<file path="src/rtl/video_cfg_pkg.sv">
// rtl/video_cfg_pkg.sv - shared types and widths for the video config sequencer
package video_cfg_pkg;

    localparam int HPIX_W  = 12;
    localparam int VLINE_W = 11;

    typedef enum logic {
        RUN  = 1'b0,
        MUTE = 1'b1
    } state_t;

    typedef struct packed {
        logic       sd;
        logic [1:0] scanlines;
        logic       hq2x;
    } cfg_t;

endpackage

</file>
<file path="src/rtl/video_timing_meter.sv">
// rtl/video_timing_meter.sv - raw video timing measurement and frame lock detection
module video_timing_meter
    import video_cfg_pkg::*;
#(
    parameter int LOCK_FRAMES = 2,
    parameter int TIMEOUT     = 1 << 22
) (
    input  logic               clk_sys,
    input  logic               reset_n,
    input  logic               ce_pix,
    input  logic               HSync,
    input  logic               VSync,
    output logic               vs_fall,
    output logic [HPIX_W-1:0]  h_cur,
    output logic [HPIX_W-1:0]  h_pix,
    output logic [VLINE_W-1:0] v_lines,
    output logic               locked,
    output logic               locked_next
);

    localparam int                 TO_W     = $clog2(TIMEOUT + 1);
    localparam logic [TO_W-1:0]    TO_MAX   = TO_W'(TIMEOUT);
    localparam logic [TO_W-1:0]    TO_LAST  = TO_W'(TIMEOUT - 1);
    localparam logic [3:0]         LOCK_CNT = 4'(LOCK_FRAMES);

    logic               hs_d, vs_d, hs_fall;
    logic [HPIX_W-1:0]  pix_cnt, h_prev;
    logic [VLINE_W-1:0] line_cnt, v_prev;
    logic [3:0]         stable_cnt, stable_next;
    logic [TO_W-1:0]    to_cnt;
    logic               frame_match;

    assign hs_fall = hs_d & ~HSync;
    assign vs_fall = vs_d & ~VSync;

    // Lock decision for the frame ending in this cycle, also consumed by the top
    always_comb begin
        frame_match = (h_cur == h_prev) && (line_cnt == v_prev);
        stable_next = 4'd0;
        if (frame_match) begin
            stable_next = (stable_cnt == LOCK_CNT) ? stable_cnt : stable_cnt + 4'd1;
        end
        locked_next = (stable_next == LOCK_CNT);
    end

    always_ff @(posedge clk_sys) begin
        if (!reset_n) begin
            hs_d       <= 1'b0;
            vs_d       <= 1'b0;
            pix_cnt    <= '0;
            h_cur      <= '0;
            line_cnt   <= '0;
            h_prev     <= '0;
            v_prev     <= '0;
            h_pix      <= '0;
            v_lines    <= '0;
            stable_cnt <= '0;
            locked     <= 1'b0;
            to_cnt     <= '0;
        end else begin
            hs_d <= HSync;
            vs_d <= VSync;

            if (hs_fall) begin
                h_cur   <= pix_cnt;
                pix_cnt <= {{(HPIX_W-1){1'b0}}, ce_pix};
            end else if (ce_pix && (pix_cnt != '1)) begin
                pix_cnt <= pix_cnt + 1'b1;
            end

            // A line whose HSync falls together with VSync belongs to the next frame
            if (vs_fall) begin
                line_cnt <= '0;
            end else if (hs_fall && (line_cnt != '1)) begin
                line_cnt <= line_cnt + 1'b1;
            end

            if (vs_fall) begin
                h_prev     <= h_cur;
                v_prev     <= line_cnt;
                h_pix      <= h_cur;
                v_lines    <= line_cnt;
                stable_cnt <= stable_next;
                locked     <= locked_next;
                to_cnt     <= '0;
            end else if (to_cnt != TO_MAX) begin
                to_cnt <= to_cnt + 1'b1;
                if (to_cnt == TO_LAST) begin
                    stable_cnt <= '0;
                    locked     <= 1'b0;
                end
            end
        end
    end

endmodule

</file>
<file path="src/rtl/video_cfg_sequencer.sv">
// rtl/video_cfg_sequencer.sv - VSync-aligned scandoubler/scanline/hq2x config gating with mute
module video_cfg_sequencer
    import video_cfg_pkg::*;
#(
    parameter int LINE_LENGTH = 768,
    parameter int LOCK_FRAMES = 2,
    parameter int MUTE_FRAMES = 2,
    parameter int TIMEOUT     = 1 << 22
) (
    input  logic               clk_sys,
    input  logic               reset_n,
    input  logic               ce_pix,
    input  logic               HSync,
    input  logic               VSync,
    input  logic               req_scandoubler,
    input  logic [1:0]         req_scanlines,
    input  logic               req_hq2x,
    output logic               scandoubler,
    output logic [1:0]         scanlines,
    output logic               hq2x,
    output logic               mute,
    output logic               locked,
    output logic [HPIX_W-1:0]  h_pix,
    output logic [VLINE_W-1:0] v_lines,
    output logic               apply_stb
);

    localparam logic [3:0]        MUTE_LOAD = 4'(MUTE_FRAMES);
    localparam logic [HPIX_W-1:0] LINE_MAX  = HPIX_W'(LINE_LENGTH);

    logic              vs_fall, locked_next;
    logic [HPIX_W-1:0] h_cur;

    video_timing_meter #(
        .LOCK_FRAMES (LOCK_FRAMES),
        .TIMEOUT     (TIMEOUT)
    ) u_meter (
        .clk_sys     (clk_sys),
        .reset_n     (reset_n),
        .ce_pix      (ce_pix),
        .HSync       (HSync),
        .VSync       (VSync),
        .vs_fall     (vs_fall),
        .h_cur       (h_cur),
        .h_pix       (h_pix),
        .v_lines     (v_lines),
        .locked      (locked),
        .locked_next (locked_next)
    );

    state_t     state_q, state_n;
    cfg_t       cfg_q, cfg_n, target;
    logic [3:0] mute_cnt, mute_cnt_n;
    logic       mute_q, mute_n, stb_q, stb_n, sd_t, sd_change;

    // The scandoubler only engages on a locked timing whose lines fit the buffer
    always_comb begin
        sd_t             = req_scandoubler & locked_next & (h_cur <= LINE_MAX);
        target.sd        = sd_t;
        target.scanlines = req_scanlines;
        target.hq2x      = req_hq2x & sd_t;
    end

    always_comb begin
        state_n    = state_q;
        cfg_n      = cfg_q;
        mute_n     = mute_q;
        mute_cnt_n = mute_cnt;
        stb_n      = 1'b0;
        sd_change  = (target.sd != cfg_q.sd);
        if (vs_fall) begin
            if (target != cfg_q) begin
                cfg_n = target;
                stb_n = 1'b1;
            end
            case (state_q)
                RUN: begin
                    if (sd_change) begin
                        mute_n     = 1'b1;
                        mute_cnt_n = MUTE_LOAD;
                        state_n    = MUTE;
                    end
                end
                MUTE: begin
                    if (sd_change) begin
                        mute_cnt_n = MUTE_LOAD;
                    end else if (mute_cnt <= 4'd1) begin
                        mute_cnt_n = 4'd0;
                        mute_n     = 1'b0;
                        state_n    = RUN;
                    end else begin
                        mute_cnt_n = mute_cnt - 4'd1;
                    end
                end
            endcase
        end
    end

    always_ff @(posedge clk_sys) begin
        if (!reset_n) begin
            state_q  <= MUTE;
            cfg_q    <= '0;
            mute_q   <= 1'b1;
            mute_cnt <= MUTE_LOAD;
            stb_q    <= 1'b0;
        end else begin
            state_q  <= state_n;
            cfg_q    <= cfg_n;
            mute_q   <= mute_n;
            mute_cnt <= mute_cnt_n;
            stb_q    <= stb_n;
        end
    end

    assign scandoubler = cfg_q.sd;
    assign scanlines   = cfg_q.scanlines;
    assign hq2x        = cfg_q.hq2x;
    assign mute        = mute_q;
    assign apply_stb   = stb_q;

endmodule
</file>
<file path="config.mk">
export PLATFORM = sky130hd
export DESIGN_NAME = video_cfg_sequencer
export DESIGN_NICKNAME = d
export VERILOG_FILES = /design/src/rtl/video_cfg_pkg.sv /design/src/rtl/video_timing_meter.sv /design/src/rtl/video_cfg_sequencer.sv
export SDC_FILE = /design/constraint.sdc
export NUM_CORES = 1
export LEC_CHECK = 0
export BUFFER_PORTS_ARGS = -buffer_cell sky130_fd_sc_hd__buf_2
export CORE_MARGIN = 3
export CORE_UTILIZATION = 50
export DETAILED_ROUTE_END_ITERATION = 12
export GPL_TIMING_DRIVEN = 1
export PLACE_DENSITY = 0.71
export REMOVE_ABC_BUFFERS = 1
export SYNTH_ARGS = -nofsm -noshare
export SYNTH_HDL_FRONTEND = slang
export SYNTH_HIERARCHICAL = 1
export SYNTH_SLANG_ARGS = --single-unit
</file>
<file path="constraint.sdc">
create_clock -name clk_sys -period 2.7 [get_ports clk_sys]
set_input_delay 0.54 -clock clk_sys [delete_from_list [all_inputs] [get_ports clk_sys]]
set_output_delay 0.54 -clock clk_sys [all_outputs]
set_load 0.02 [all_outputs]
</file>
# Word level (Yosys, flattened, before mapping)
# Cells that the tools add are included.
# totals
register_bits	99
in_bits	9
word_cells	83
# classes
add_sub_neg	5
magnitude_cmp	2
n_eq_ne	13
n_mux	23
n_bitwise	9
reduce_logical	13
# op_table
cell	n
two-way mux 4 bit	8
adder 23 x 1 -> 23 bit (second input constant)	1
== test 23 x 22 -> 1 bit (second input constant)	1
!= test 23 bit (second input constant)	1
adder 12 x 1 -> 12 bit (second input constant)	1
== test 12 bit	1
<= comparator 12 x 10 -> 1 bit (second input constant)	1
two-way mux 1 bit	12
!= test 12 bit (second input constant)	1
adder 11 x 1 -> 11 bit (second input constant)	1
== test 11 bit	1
!= test 11 bit (second input constant)	1
== test 4 x 2 -> 1 bit (second input constant)	2
one-hot mux 4 bit (2 select lines)	1
AND reduction 2 bit	4
nonzero test 2 bit	3
AND 1 bit	5
adder 4 x 1 -> 4 bit (second input constant)	1
<= comparator 4 x 1 -> 1 bit (second input constant)	1
!= test 2 bit (second input constant)	2
!= test 4 bit	1
NOT 1 bit	4
one-hot mux 1 bit (2 select lines)	2
AND reduction 4 bit	1
5 further kinds	8

# Logic depth before layout (Yosys ltp)
# logic_depth
ltp_word	9
ltp_mapped	12
ltp_nobuf	12

# Cells and area by module
# The synthesis kept the hierarchy.
# modules_own_cells
mod	instances	cells_each	area_each_um2	seq_area_each_um2
video_timing_meter	1	479	4023.9	1761.7
video_cfg_sequencer	1	87	755.7	220.2

# Worst setup path before layout
# No wires, ideal clock.
# synth_timing
kind	register to register
startpoint	reg u_meter.stable_cnt[0]
endpoint	reg mute_cnt[1]
t_arrival_ps	2461
required_time_ps	2578
setup_slack_ps	117
stages_incl_launch_ff	12
n_path_buf	0
cell_sequence	dfxtp_1 ha_1 or2_2 o21ai_0 mux2_2 nand3_1 nor4_1 and4bb_2 nand3_1 o21ai_2 o22ai_1 a221o_1
# synth_between
elab_chain_len	9
# synth_lines
item	line	source
from (decl)	video_timing_meter.sv:29	logic [3:0] stable_cnt, stable_next;
from (signal assigned)	video_timing_meter.sv:83	stable_cnt <= stable_next;
adder 4 x 1 -> 4 bit / == test 4 x 2 -> 1 bit (equally long branches)	video_timing_meter.sv:41	stable_next = (stable_cnt == LOCK_CNT) ? stable_cnt : stable_cnt + 4'd1;
two-way mux 4 bit *	video_timing_meter.sv:41	
two-way mux 4 bit *	video_timing_meter.sv:40	if (frame_match) begin
== test 4 x 2 -> 1 bit *	video_timing_meter.sv:43	locked_next = (stable_next == LOCK_CNT);
net locked_next	video_cfg_sequencer.sv:31	logic vs_fall, locked_next;
AND 1 bit * (2 in series)	video_cfg_sequencer.sv:58	sd_t = req_scandoubler & locked_next & (h_cur <= LINE_MAX);
!= test 1 bit *	video_cfg_sequencer.sv:70	sd_change = (target.sd != cfg_q.sd);
two-way mux 4 bit / != test 2 bit (equally long branches)	--	
one-hot mux 4 bit (2 select lines) / AND reduction 2 bit (equally long branches)	--	
to (signal assigned)	video_cfg_sequencer.sv:110	mute_cnt <= mute_cnt_n;
to (decl)	video_cfg_sequencer.sv:53	logic [3:0] mute_cnt, mute_cnt_n;
# The timed path passes the listed nets; every way through them passes the cells marked *.
# A chain may end at the register's enable or synchronous reset.

# Final worst setup path
# layout_timing
startpoint	reg u_meter.stable_cnt[1]
endpoint	reg mute_cnt[1]
# Same word-level chain as after synthesis.

==> impl_metrics.toml <==
[route]
dr_wl_met2_mm = 4.99
wl_met1_mm = 5.00
wire_per_inst_um = 14.2
drtIter0Drc = 201
met3_length_um = 529
vias = 4083
route.antenna.remaining_nets = 0
drc_errors = 0
viasPerCell = 5.47
highest_layer = "met4"
wl_mm = 10.6
dr.pass1.iters = 5

[clock_network]
cts_tree = "done"
clk_pin_slew_worst_paths_ns = 0.10
clk_path_buf_depth = 2
root_buffer = "clkbuf_8"
insertion_delay_ns = 0.36
cts_made_buffers = 9
cts_hold_buffers = 0
cts_sinks = 99
htree_num_levels = 3

[global_routing]
grt_overflow = 0
grt_pass1_vias = 3914
antenna_found_initial = 0
grt_max_degree = 42
grt_pass1_wl_mm = 18.1
grt_usage = 0.199

[floorplan]
chipHeight_um = 104
rows = 35
die_area_um2 = 10800
die_w_um = 104
top_level_ports = 39
start_util = 0.515
design.core.area_um2 = 9280

[placement]
placed_cell_area_um2 = 5170
dp_slack_ns = 0.0396
dpl.cell_count = 731
dpl.hpwl_mm = 7.57
gp_congestion = 0.837
numPortBuffers = 38

[layout]
diodes = 0
layout-drive-gt1-share = 0.167
area_delta_synth_final_pct = 12.7
nets = 630
fin_util = 0.580
instances_no_fill = 746
final_area_um2 = 5390

[power_and_ir_drop]
ir_worst_vdd_v = 0.000261
power.density_nw_per_um2 = 484
p_leak_nw = 1.97

[setup_path]
worstReg2RegEnd = "mute_cnt[1]"
rrSetupSlack_ns = 0.22
crit_path_start_kind = "flop"
reg2reg_depth = 11
end_kind = "flop"
path_max_fanout = 4
arrival_ns = 2.73
worstSetupPathType = "reg2reg"
rr_startpoint = "u_meter/stable_cnt[1]"
required_ns = 2.95

[yosys]
synthesis.area_um2 = 4780
synthCells = 566
seq_area_frac_synth = 0.415
synth_ff_type = "dfxtp_1"
ys_warn_count = 6
yosysUniqueCellTypes = 58
synth_seq_cells = 99
syn_avg_cell_area_um2 = 8.44
synth_async_sr_flop_share = 0
synth_edf_count = 0

[sta]
fin_crit_sh = 0.917
finClkSkew_ns = 0.00970
rsz0062_at_grt = "no"
finalHoldViolations = 0
max_slew_margin = 0.568
slew_viol_final = 0
layout_setup_ws_ns = 0.224
fmax_ghz = 0.404
worst_pin_slew_ns = 0.648
finalCriticalPeriod_ns = 2.48
finalSetupViolations = 0

[worst_hold_path]
hold_path.class = "in2reg"
hold_start = "VSync"
whs_path_depth = 2
holdPathEnd = "u_meter/vs_d"

[outcome]
status = "complete, no violations"

[job]
maxCapViolations = 0
-- critical path: stages, from the launching register on --
cell and delay, ns:
dfxtp_1 0.35, ha_1 0.20, or2_2 0.27, o21ai_1 0.12
mux2_2 0.17, nand3_1 0.08, nor4_2 0.19, and4bb_2 0.33
nand4_2 0.11, o21ai_2 0.11, o22ai_1 0.11, a221o_1 0.36
-- worst max-delay path by stage --
stage | depth (start not counted) | start | slack (ns) | to
2_1_floorplan | 5 | VSync | -0.03 | u_meter/stable_cnt[0]
3_3_place_gp | 11 | u_meter/stable_cnt[0] | 0.11 | mute_cnt[2]
3_5_place_dp | 11 | u_meter/stable_cnt[0] | 0.04 | mute_cnt[2]
4_1_cts | 11 | u_meter/stable_cnt[0] | 0.02 | mute_cnt[2]
5_1_grt | 11 | u_meter/stable_cnt[0] | 0.04 | mute_cnt[1]
6_report | 11 | u_meter/stable_cnt[1] | 0.22 | mute_cnt[1]
-- stage by stage --
stage	hold WS [ns]	power (mW)	TNS, ns
after global placement	0.462	1.68	0
after global routing	0.386	2.71	0
after CTS	0.384	2.62	0
final	0.389	2.61	0
after detailed placement	0.461	1.68	0
after floorplan	0.457	1.62	-0.126
-- sequential cells by signal (all words and copies together) (netlist names) --
| name | flops |
|---|---|
| u_meter/to_cnt | 23 |
| u_meter/h_cur | 12 |
| u_meter/h_prev | 12 |
| u_meter/pix_cnt | 12 |
| u_meter/line_cnt | 11 |
| u_meter/v_prev | 11 |
| mute_cnt | 4 |
| u_meter/stable_cnt | 4 |
| scanlines | 2 |
| apply_stb | 1 |
| hq2x | 1 |
| mute | 1 |
| scandoubler | 1 |
| state_q | 1 |
| u_meter/hs_d | 1 |
| u_meter/locked | 1 |
| u_meter/vs_d | 1 |
-- logic make-up after synthesis --
kind of cell,share of synthesized area
buf+inv,0.0372
xor+xnor,0.114
compound gates,0.103
simple gates,0.296
fa+ha+maj,0.0209
mux,0.0149
flops,0.415
-- placed cells by master (no fill, tap or decap), types with 2 or more instances in the layout --
cell type	count
nor2_1	53
nand2_1	94
xnor2_1	39
nor3b_1	3
a21oi_1	50
clkbuf_8	9
buf_4	23
ha_1	8
and3_1	8
nand2b_1	8
a21boi_0	2
or3_1	4
o22ai_1	3
inv_1	11
nand4_1	20
nor3_1	12
nor2b_1	3
clkinv_2	2
nor4_4	5
nor4_1	4
mux2i_1	6
nand4b_1	3
and4_1	6
o21ai_0	9
nand3_1	29
and4bb_2	2
xor2_1	23
dfxtp_1	98
o21ai_2	2
inv_6	2
buf_2	38
and2_1	4
a31oi_1	3
-- layer usage --
metal | GRT usage | vias to the layer above
met5 | 0 | -
met4 | 0.0494 | 0
met3 | 0.0461 | 10
met2 | 0.320 | 94
met1 | 0.273 | 1939
li1 | - | 2040
-- cell usage after synthesis, types with 4 or more instances --
master,count,area (um2)
xor2_1,23,201
inv_1,11,41.3
nand3_1,29,145
dfxtp_1,99,1980
clkbuf_1,12,45.0
ha_1,8,100
nor3_1,12,60.1
a21oi_1,50,250
nor2_1,53,199
xnor2_1,39,342
nor4_1,5,31.3
nand2_1,94,353
nor2b_1,5,31.3
and3_1,8,50.1
nand2b_1,8,50.1
and4_1,6,52.6
mux2i_1,6,60.1
o21ai_0,10,50.1
buf_1,4,15.0
nand4_1,20,125
and2_1,4,25.0
or3_1,4,25.0
nor4_4,5,106
-- area by class of cell --
type	instances	area, um2
timing repair buffer	61	363
clock buffer	9	124
fill	871	3900
clock inverter	6	65.1
multi-input combinational	429	2640
inverter	13	48.8
tap	129	161
sequential	99	1980
-- report_power, final --
group / internal [mW] / switching (mW) / leakage (nW)
clock network: 0.428 / 0.528 / 0.0959
logic: 0.0565 / 0.0997 / 1.07
registers: 1.48 / 0.0191 / 0.800
total: 1.96 / 0.646 / 1.97
-- repair_timing --
action,CTS,global route
setup endpoints to repair,0,6
resized for setup,0,7
buffers inserted,0,0
Power figures use the tool's default switching activity.
